**src/rtl/s12379_pkg.sv**
```systemverilog
// ---------------------------------------------------------------------------
// s12379_pkg
// Shared definitions for the S12379 CCD timing driver and the receive-side
// pixel capture block: line geometry, datapath widths and the capture FSM
// state encoding.
// ---------------------------------------------------------------------------
package s12379_pkg;

  // Line geometry; must match the driver.
  localparam int LINE_WIDTH = 526;  // total pixel clocks per line
  localparam int DUMMY_LEAD = 14;   // leading dummy pixels discarded
  localparam int ACTIVE_PIX = 512;  // active pixels emitted per line

  // Datapath widths.
  localparam int ADC_W  = 12;
  localparam int IDX_W  = 10;
  localparam int DLY_W  = 8;
  localparam int LCNT_W = 16;

  typedef logic [IDX_W-1:0] pix_idx_t;

  // First and last pixel index that is forwarded downstream.
  localparam pix_idx_t IDX_FIRST = pix_idx_t'(DUMMY_LEAD);
  localparam pix_idx_t IDX_LAST  = pix_idx_t'(LINE_WIDTH - 1);

  typedef enum logic [1:0] {
    IDLE,
    SH_HI,
    LINE
  } state_t;

endpackage

```
**src/rtl/s12379_pixel_capture_if.sv**
```systemverilog
// ---------------------------------------------------------------------------
// s12379_pixel_capture_if
// Bundles the timing inputs, ADC bus, error control and the framed pixel
// stream of the pixel capture block.
//   master : the driver/ADC side (drives sh, f1, sample_dly, adc_data,
//            err_clr; observes the pixel stream and status)
//   slave  : the capture block itself
// ---------------------------------------------------------------------------
interface s12379_pixel_capture_if;
  import s12379_pkg::*;

  // Timing and ADC side
  logic              sh;          // transfer-gate pulse
  logic              f1;          // shift pulse F1
  logic [DLY_W-1:0]  sample_dly;  // F1 rise -> sample delay, cycles
  logic [ADC_W-1:0]  adc_data;    // external ADC sample
  logic              err_clr;     // clears sticky error flags

  // Pixel stream and status
  logic [ADC_W-1:0]  pix_data;
  logic              pix_valid;
  logic              pix_sol;
  logic              pix_eol;
  logic [LCNT_W-1:0] line_cnt;
  logic              err_short;
  logic              err_ovr;

  modport master (
    output sh, f1, sample_dly, adc_data, err_clr,
    input  pix_data, pix_valid, pix_sol, pix_eol, line_cnt, err_short, err_ovr
  );

  modport slave (
    input  sh, f1, sample_dly, adc_data, err_clr,
    output pix_data, pix_valid, pix_sol, pix_eol, line_cnt, err_short, err_ovr
  );

endinterface

```
**src/rtl/s12379_edge_det.sv**
```systemverilog
// ---------------------------------------------------------------------------
// s12379_edge_det
// One-register rise/fall detector for a clk-synchronous control input.
//   clk  : system clock
//   rst  : asynchronous active-high reset (clears the history register)
//   sig  : input being watched
//   rise : sig==1 this cycle and 0 last cycle
//   fall : sig==0 this cycle and 1 last cycle
// ---------------------------------------------------------------------------
module s12379_edge_det (
  input  logic clk,
  input  logic rst,
  input  logic sig,
  output logic rise,
  output logic fall
);

  logic sig_d;

  // NOTE: clocked state uses non-blocking assignments so every register
  // samples pre-edge values regardless of block evaluation order.
  always_ff @(posedge clk or posedge rst) begin
    if (rst) sig_d <= 1'b0;
    else     sig_d <= sig;
  end

  assign rise = sig & ~sig_d;
  assign fall = ~sig & sig_d;

endmodule

```
**src/rtl/s12379_pixel_capture.sv**
```systemverilog
// ---------------------------------------------------------------------------
// s12379_pixel_capture
// Watches the SH/F1 timing emitted by the S12379 driver, samples the ADC a
// programmable number of cycles after each pixel F1 rise, drops the leading
// dummy pixels and emits a framed active-pixel stream.
//   sys_clk : system clock (shared with the driver)
//   rst     : asynchronous active-high reset
//   bus     : slave side of s12379_pixel_capture_if
//             in : sh, f1, sample_dly, adc_data, err_clr
//             out: pix_data, pix_valid, pix_sol, pix_eol, line_cnt,
//                  err_short, err_ovr (all registered, reset to 0)
// ---------------------------------------------------------------------------
module s12379_pixel_capture
  import s12379_pkg::*;
(
  input  logic                   sys_clk,
  input  logic                   rst,
  s12379_pixel_capture_if.slave  bus
);

  logic sh_rise, sh_fall, f1_rise, f1_fall_unused, sh_rise_unused_fall;

  s12379_edge_det u_sh_edge (
    .clk  (sys_clk),
    .rst  (rst),
    .sig  (bus.sh),
    .rise (sh_rise),
    .fall (sh_fall)
  );

  s12379_edge_det u_f1_edge (
    .clk  (sys_clk),
    .rst  (rst),
    .sig  (bus.f1),
    .rise (f1_rise),
    .fall (f1_fall_unused)
  );

  assign sh_rise_unused_fall = 1'b0;

  state_t            state;
  logic              skip;       // next F1 rise is the driver's load edge
  logic              pending;    // a sample is waiting for dly_cnt to expire
  logic [DLY_W-1:0]  dly_lat;    // sample_dly latched at SH fall
  logic [DLY_W-1:0]  dly_cnt;
  pix_idx_t          pix_idx;
  logic [ADC_W-1:0]  pix_data_q;
  logic              pix_valid_q, pix_sol_q, pix_eol_q;
  logic [LCNT_W-1:0] line_cnt_q;
  logic              err_short_q, err_ovr_q;
  logic              capture;

  // The counter is loaded with delay-1 on the F1 rise, so the sample lands on
  // the edge closing cycle E+delay. A zero delay samples on the detection
  // cycle itself. A new F1 rise always takes precedence over an expiring
  // older sample (that case is an overrun).
  assign capture = (state == LINE) && !sh_rise &&
                   ((f1_rise && !skip && dly_lat == '0) ||
                    (!f1_rise && pending && dly_cnt == '0));

  always_ff @(posedge sys_clk or posedge rst) begin
    if (rst) begin
      state       <= IDLE;
      skip        <= 1'b0;
      pending     <= 1'b0;
      dly_lat     <= '0;
      dly_cnt     <= '0;
      pix_idx     <= '0;
      pix_data_q  <= '0;
      pix_valid_q <= 1'b0;
      pix_sol_q   <= 1'b0;
      pix_eol_q   <= 1'b0;
      line_cnt_q  <= '0;
      err_short_q <= 1'b0;
      err_ovr_q   <= 1'b0;
    end else begin
      pix_valid_q <= 1'b0;
      pix_sol_q   <= 1'b0;
      pix_eol_q   <= 1'b0;

      // Clear first; any set below in the same cycle overrides it.
      if (bus.err_clr) begin
        err_short_q <= 1'b0;
        err_ovr_q   <= 1'b0;
      end

      case (state)
        IDLE: begin
          if (sh_rise) state <= SH_HI;
        end

        SH_HI: begin
          if (sh_fall) begin
            dly_lat <= bus.sample_dly;
            pix_idx <= '0;
            skip    <= 1'b1;
            pending <= 1'b0;
            state   <= LINE;
          end
        end

        LINE: begin
          if (sh_rise) begin
            // Line cut short: abandon it without counting it.
            err_short_q <= 1'b1;
            pending     <= 1'b0;
            state       <= SH_HI;
          end else begin
            if (f1_rise) begin
              if (skip) begin
                skip <= 1'b0;
              end else begin
                if (pending) err_ovr_q <= 1'b1;
                pending <= (dly_lat != '0);
                dly_cnt <= dly_lat - 8'd1;
              end
            end else if (pending && dly_cnt != '0) begin
              dly_cnt <= dly_cnt - 8'd1;
            end

            if (capture) begin
              pending <= 1'b0;
              pix_idx <= pix_idx + pix_idx_t'(1);
              if (pix_idx >= IDX_FIRST) begin
                pix_data_q  <= bus.adc_data;
                pix_valid_q <= 1'b1;
                pix_sol_q   <= (pix_idx == IDX_FIRST);
                pix_eol_q   <= (pix_idx == IDX_LAST);
              end
              if (pix_idx == IDX_LAST) begin
                line_cnt_q <= line_cnt_q + 16'd1;
                state      <= IDLE;
              end
            end
          end
        end

        default: state <= IDLE;
      endcase
    end
  end

  assign bus.pix_data  = pix_data_q;
  assign bus.pix_valid = pix_valid_q;
  assign bus.pix_sol   = pix_sol_q;
  assign bus.pix_eol   = pix_eol_q;
  assign bus.line_cnt  = line_cnt_q;
  assign bus.err_short = err_short_q;
  assign bus.err_ovr   = err_ovr_q;

endmodule
```
**src/flat_wrapper.sv**
```systemverilog
// flat-port wrapper written by rule: the top's interface ports become plain ports
module s12379_pixel_capture_flat import s12379_pkg::*;
  (sys_clk, rst, bus_sh, bus_f1, bus_sample_dly, bus_adc_data, bus_err_clr, bus_pix_data, bus_pix_valid, bus_pix_sol, bus_pix_eol, bus_line_cnt, bus_err_short, bus_err_ovr);
  s12379_pixel_capture_if bus_i ();
  input  logic sys_clk;
  input  logic rst;
  input wire logic [$bits(bus_i.sh)-1:0] bus_sh;
  input wire logic [$bits(bus_i.f1)-1:0] bus_f1;
  input wire logic [$bits(bus_i.sample_dly)-1:0] bus_sample_dly;
  input wire logic [$bits(bus_i.adc_data)-1:0] bus_adc_data;
  input wire logic [$bits(bus_i.err_clr)-1:0] bus_err_clr;
  output wire logic [$bits(bus_i.pix_data)-1:0] bus_pix_data;
  output wire logic [$bits(bus_i.pix_valid)-1:0] bus_pix_valid;
  output wire logic [$bits(bus_i.pix_sol)-1:0] bus_pix_sol;
  output wire logic [$bits(bus_i.pix_eol)-1:0] bus_pix_eol;
  output wire logic [$bits(bus_i.line_cnt)-1:0] bus_line_cnt;
  output wire logic [$bits(bus_i.err_short)-1:0] bus_err_short;
  output wire logic [$bits(bus_i.err_ovr)-1:0] bus_err_ovr;
  assign bus_i.sh = bus_sh;
  assign bus_i.f1 = bus_f1;
  assign bus_i.sample_dly = bus_sample_dly;
  assign bus_i.adc_data = bus_adc_data;
  assign bus_i.err_clr = bus_err_clr;
  assign bus_pix_data = bus_i.pix_data;
  assign bus_pix_valid = bus_i.pix_valid;
  assign bus_pix_sol = bus_i.pix_sol;
  assign bus_pix_eol = bus_i.pix_eol;
  assign bus_line_cnt = bus_i.line_cnt;
  assign bus_err_short = bus_i.err_short;
  assign bus_err_ovr = bus_i.err_ovr;
  s12379_pixel_capture u_core (.sys_clk(sys_clk), .rst(rst), .bus(bus_i));
endmodule
```
**config.mk**
```make
export PLATFORM = sky130hd
export DESIGN_NAME = s12379_pixel_capture_flat
export DESIGN_NICKNAME = d
export VERILOG_FILES = /design/src/rtl/s12379_pkg.sv /design/src/rtl/s12379_pixel_capture_if.sv /design/src/rtl/s12379_edge_det.sv /design/src/rtl/s12379_pixel_capture.sv /design/src/flat_wrapper.sv
export SDC_FILE = /design/constraint.sdc
export NUM_CORES = 1
export LEC_CHECK = 0
export BUFFER_PORTS_ARGS = -buffer_cell sky130_fd_sc_hd__buf_2
export CELL_PAD_IN_SITES_DETAIL_PLACEMENT = 0
export CELL_PAD_IN_SITES_GLOBAL_PLACEMENT = 1
export CORE_MARGIN = 2
export CORE_UTILIZATION = 35
export DETAILED_ROUTE_END_ITERATION = 8
export PLACE_DENSITY_LB_ADDON = 0.1
export SLEW_MARGIN = 0
export SYNTH_ARGS = -nofsm -noshare
export SYNTH_HDL_FRONTEND = slang
export SYNTH_HIERARCHICAL = 1
export SYNTH_SLANG_ARGS = --single-unit
```
**constraint.sdc**
```tcl
create_clock -name sys_clk -period 4.24 [get_ports sys_clk]
set_clock_uncertainty 0.1 [all_clocks]
set_input_delay 0.848 -clock sys_clk [delete_from_list [all_inputs] [get_ports sys_clk]]
set_output_delay 0.848 -clock sys_clk [all_outputs]
set_load 0.03 [all_outputs]
```
## After elaboration in Yosys (flattened, before gate mapping)

Cells that the tools add are included.

- Add/subtract/negate cells: 4
- Magnitude comparators: 1
- Equal/unequal tests: 14
- Multiplexer cells: 44
- Bitwise gates (word level): 7
- Reductions and logical operators: 26

Operators by type and width:

| cell | count |
|---|---|
| $mux 10 | 3 |
| $mux 1 | 29 |
| $reduce_and 4->1 | 7 |
| $mux 8 | 3 |
| $pmux 10 s2 | 1 |
| $add 16x1->16 const B | 1 |
| $logic_not 8->1 | 2 |
| $reduce_bool 8->1 | 2 |
| $sub 8x1->8 const B | 2 |
| $add 10x1->10 const B | 1 |
| $eq 10x10->1 const B | 1 |
| $eq 10x4->1 const B | 1 |
| $ge 10x4->1 const B | 1 |
| $mux 2 | 5 |
| $ne 2x1->1 const B | 4 |
| $logic_and 1x1->1 | 7 |
| $pmux 2 s3 | 1 |
| $ne 2x2->1 const B | 2 |
| $ne 4x1->1 const B | 1 |
| $ne 4x3->1 const B | 1 |
| $not 1->1 | 4 |
| $pmux 1 s2 | 2 |
| $reduce_bool 2->1 | 2 |
| $and 1x1->1 | 3 |
| other kinds (8) | 10 |

- Register bits after elaboration: 65
- Output and inout port bits: 33

## Depth between registers and ports, before layout

- Depth after elaboration: 10
- Mapped depth: 10

## Modules after synthesis

The synthesis kept the hierarchy.

By module, submodules not included:

| module | instances | cells each | area each (um2) | sequential area each (um2) |
|---|---|---|---|---|
| s12379_pixel_capture | 1 | 298 | 3166.8 | 1576.5 |
| s12379_edge_det | 2 | 4 | 43.8 | 25.0 |

## Least setup slack after synthesis

No wires, ideal clock.

- Path type: input -> register
- Start point: input port bus_f1
- End point: register u_core.dly_cnt[4]
- Library setup time: 127 ps
- Arrival time: 2712 ps
- Data required time: 4013 ps
- Setup slack: 1302 ps
- Stages: 10
- Path buffers: 3
- Cell sequence: nor2b_1 -> clkbuf_1 -> clkbuf_1 -> mux2i_1 -> ha_1 -> clkbuf_1 -> nand2b_1 -> nor2_1 -> and4b_1 -> nor3_1

- Longest elaborated chain between the ends: 3

RTL lines:

| element | RTL line | RTL |
|---|---|---|
| from (decl) | flat_wrapper.sv:8 | `input wire logic [$bits(bus_i.f1)-1:0] bus_f1;` |
| $and 1x1->1 * | s12379_edge_det.sv:27 | `assign rise = sig & ~sig_d;` |
| $ne 2x2->1 (no source line) / $reduce_bool 2->1 (equally long branches) | n/a |  |
| $reduce_and 4->1 (no source line) | n/a |  |
| to (signal assigned) | s12379_pixel_capture.sv:115 | `dly_cnt <= dly_lat - 8'd1;` |
| to (signal assigned) | s12379_pixel_capture.sv:118 | `dly_cnt <= dly_cnt - 8'd1;` |
| to (decl) | s12379_pixel_capture.sv:45 | `logic [DLY_W-1:0] dly_cnt;` |

Every way passes the cells marked *; elsewhere a longest branch is shown, timed or not.
A chain may end at the register's enable or synchronous reset.

## Worst setup path after layout

- Start point: register u_core.dly_cnt[5]
- End point: register u_core.line_cnt_q[3] (netlist: u_core/bus.line_cnt[3])

- Longest elaborated chain between the ends: 5

RTL lines:

| element | RTL line | RTL |
|---|---|---|
| $logic_not 8->1 | s12379_pixel_capture.sv:59 | `(!f1_rise && pending && dly_cnt == '0));` |
| $logic_and 1x1->1 | s12379_pixel_capture.sv:59 |  |
| $logic_or 1x1->1 | s12379_pixel_capture.sv:58 | `((f1_rise && !skip && dly_lat == '0) \|\|` |
| $logic_and 1x1->1 | s12379_pixel_capture.sv:57 | `assign capture = (state == LINE) && !sh_rise &&` |
| $reduce_and 4->1 (no source line) | n/a |  |
| to (signal assigned) | s12379_pixel_capture.sv:131 | `line_cnt_q <= line_cnt_q + 16'd1;` |
| to (decl) | s12379_pixel_capture.sv:49 | `logic [LCNT_W-1:0] line_cnt_q;` |

No other way between the ends.

==> impl_metrics.ini <==
[floorplan]
start_util_pct = 35.6
die_area_mm2 = 0.0101
die_w_um = 100
core-area_mm2 = 0.00911
fp.dieH_um = 100
pin_count = 58
num_rows = 35

[cts]
cts_tree = done
clkLatencyLatePin_ns = 0.34
postCtsSetupBuffers = 0
hold_buffers = 0
htree_levels = 3
cts_buffer_depth = 2
cts_resized = 0
numCtsBuffers = 9
clkTransAtPathRegs_ns = 0.08
cts_sinks = 65
clockRootBuffer = clkbuf_8

[placed_design]
gp_congestion = 0.729
portBuffers = 57
hpwlAfterDp_mm = 5.00
post-place-ws_ns = 1.04

[worst_setup_path]
cp_data_arrival_time_ns = 3.05
crit_type = register to register
worst_setup_path_start_kind = register
cp.required_ns = 4.39
crit_fanout = 16
endpoint_kind = register

[cells_and_area]
n_antenna_cell = 0
syn_to_final_growth_pct = 19.9
fillCellCount = 902
finish.utilization_pct = 42.7
fin_nets = 400
drive_above_1_share_pct = 30.4
final_common_cell = dfrtp_1
final_cell_mix = 65 x dfrtp_1, 57 x buf_2, 24 x nand2_1, 24 x nand3_1, 23 x mux2_2

[synth]
synth.avg_cell_area_um2 = 10.6
synthesis.nets = 335
ys_warn_count = 6
synth.cell_area_mm2 = 0.00325
synthCells = 305

[sta]
fin_ws_ns = 1.34
drv_slew = 0
timing.hold.ws_ns = 0.270
max_freq_ghz = 0.345
rsz0062_at_grt = no
hold_viol = 0
finalSetupTns_ns = 0
worst_pin_slew_ns = 0.979
finalCritPeriodShare_pct = 68.4
fin_crit_ns = 2.90
relSlewSlack_pct = 34.7
setup_violations = 0

[global_routing]
grt_max_degree = 46
grt_overflow = 0
grt_pass1_vias = 2351
grtUsageTotal_pct = 14.7
antenna_found_initial = 0
grt_pass1_wl_mm = 11.7

[pwr]
cellLeakagePower_nw = 1.86
vdd_drop_max_uv = 216
p_per_area_mw_per_mm2 = 456
power_mw = 1.78

[routing]
ant_nets = 0
vias = 2467
drt-total-wl_mm = 7.03
via_per_inst = 5.08
drtIter0Drc = 138
wl_per_cell_um = 14.5
drc = 0
dr.pass1.iters = 4

[worst_hold_path]
worstHoldPathType = primary input to async pin

[flow_run]
drv_cap = 0

[run_status]
status = finished, final reports clean
==> routing by layer <==
metal | vias to the layer above | global-route usage [%] | part of all wire [%] | wire length, um
li1 | 1227 | - | - | -
met1 | 1187 | 21.3 | 51 | 3590
met2 | 47 | 22.0 | 44 | 3110
met3 | 6 | 2.51 | 3.8 | 266
met4 | 0 | 5.37 | 0.90 | 63
met5 | - | 0 | 0 | 0
==> where the power goes <==
group | switching (mW) | total, mW | internal (mW) | leakage (nW)
clock | 0.257 | 0.593 | 0.336 | 0.110
combinational | 0.195 | 0.367 | 0.173 | 0.876
sequential | 0.112 | 0.816 | 0.704 | 0.872
==> final timing paths <==
kind | end | cells after the start | slack [ns] | startpoint
setup / recovery | u_core/bus.line_cnt[3] | 5 | 1.34 | u_core/dly_cnt[5]
min in group sys_clk | u_core/bus.line_cnt[15] | 1 | 0.37 | u_core/bus.line_cnt[15]
setup reg to reg | u_core/bus.line_cnt[3] | 5 | 1.34 | u_core/dly_cnt[5]
max in group asynchronous | u_core/bus.line_cnt[11] | 3 | 2.65 | rst
hold / removal | u_core/u_sh_edge/sig_d | 2 | 0.27 | rst
hold reg to reg | u_core/bus.line_cnt[15] | 1 | 0.37 | u_core/bus.line_cnt[15]
==> area by class of cell <==
cell class	instances	area [um2]	share of cell area (%)
Clock inverter	7	103	2.64
Sequential cell	65	1630	41.8
Tap cell	111	139	3.57
Multi-Input combinational cell	220	1530	39.3
Clock buffer	9	124	3.18
Timing Repair Buffer	63	330	8.49
Inverter	11	41.3	1.06
==> worst max-delay path, stage by stage, from the launching register on <==
cell	delay (ns)
dfrtp_1	0.43
or4_4	0.58
or4b_4	0.57
a211oi_4	0.67
and4_2	0.33
xor2_1	0.14
==> registers in the layout, indices dropped and copies added, names as in the netlist <==
name and flops:
u_core/pix_idx 10, u_core/skip 1, u_core/bus.pix_data 12, u_core/bus.pix_eol 1, u_core/bus.err_short 1, u_core/bus.err_ovr 1, u_core/state 2, u_core/bus.line_cnt 16
u_core/dly_cnt 8, u_core/pending 1, u_core/dly_lat 8, u_core/bus.pix_valid 1, u_core/u_sh_edge/sig_d 1, u_core/u_f1_edge/sig_d 1, u_core/bus.pix_sol 1
==> through the flow <==
stage	area [um2]	std cells
final	3890	486
after global routing	3890	486
after CTS	3890	486
after detailed placement	3670	470
after global placement	3670	470
after floorplan	3250	305
No activity file was read; power rests on OpenSTA's default activity.
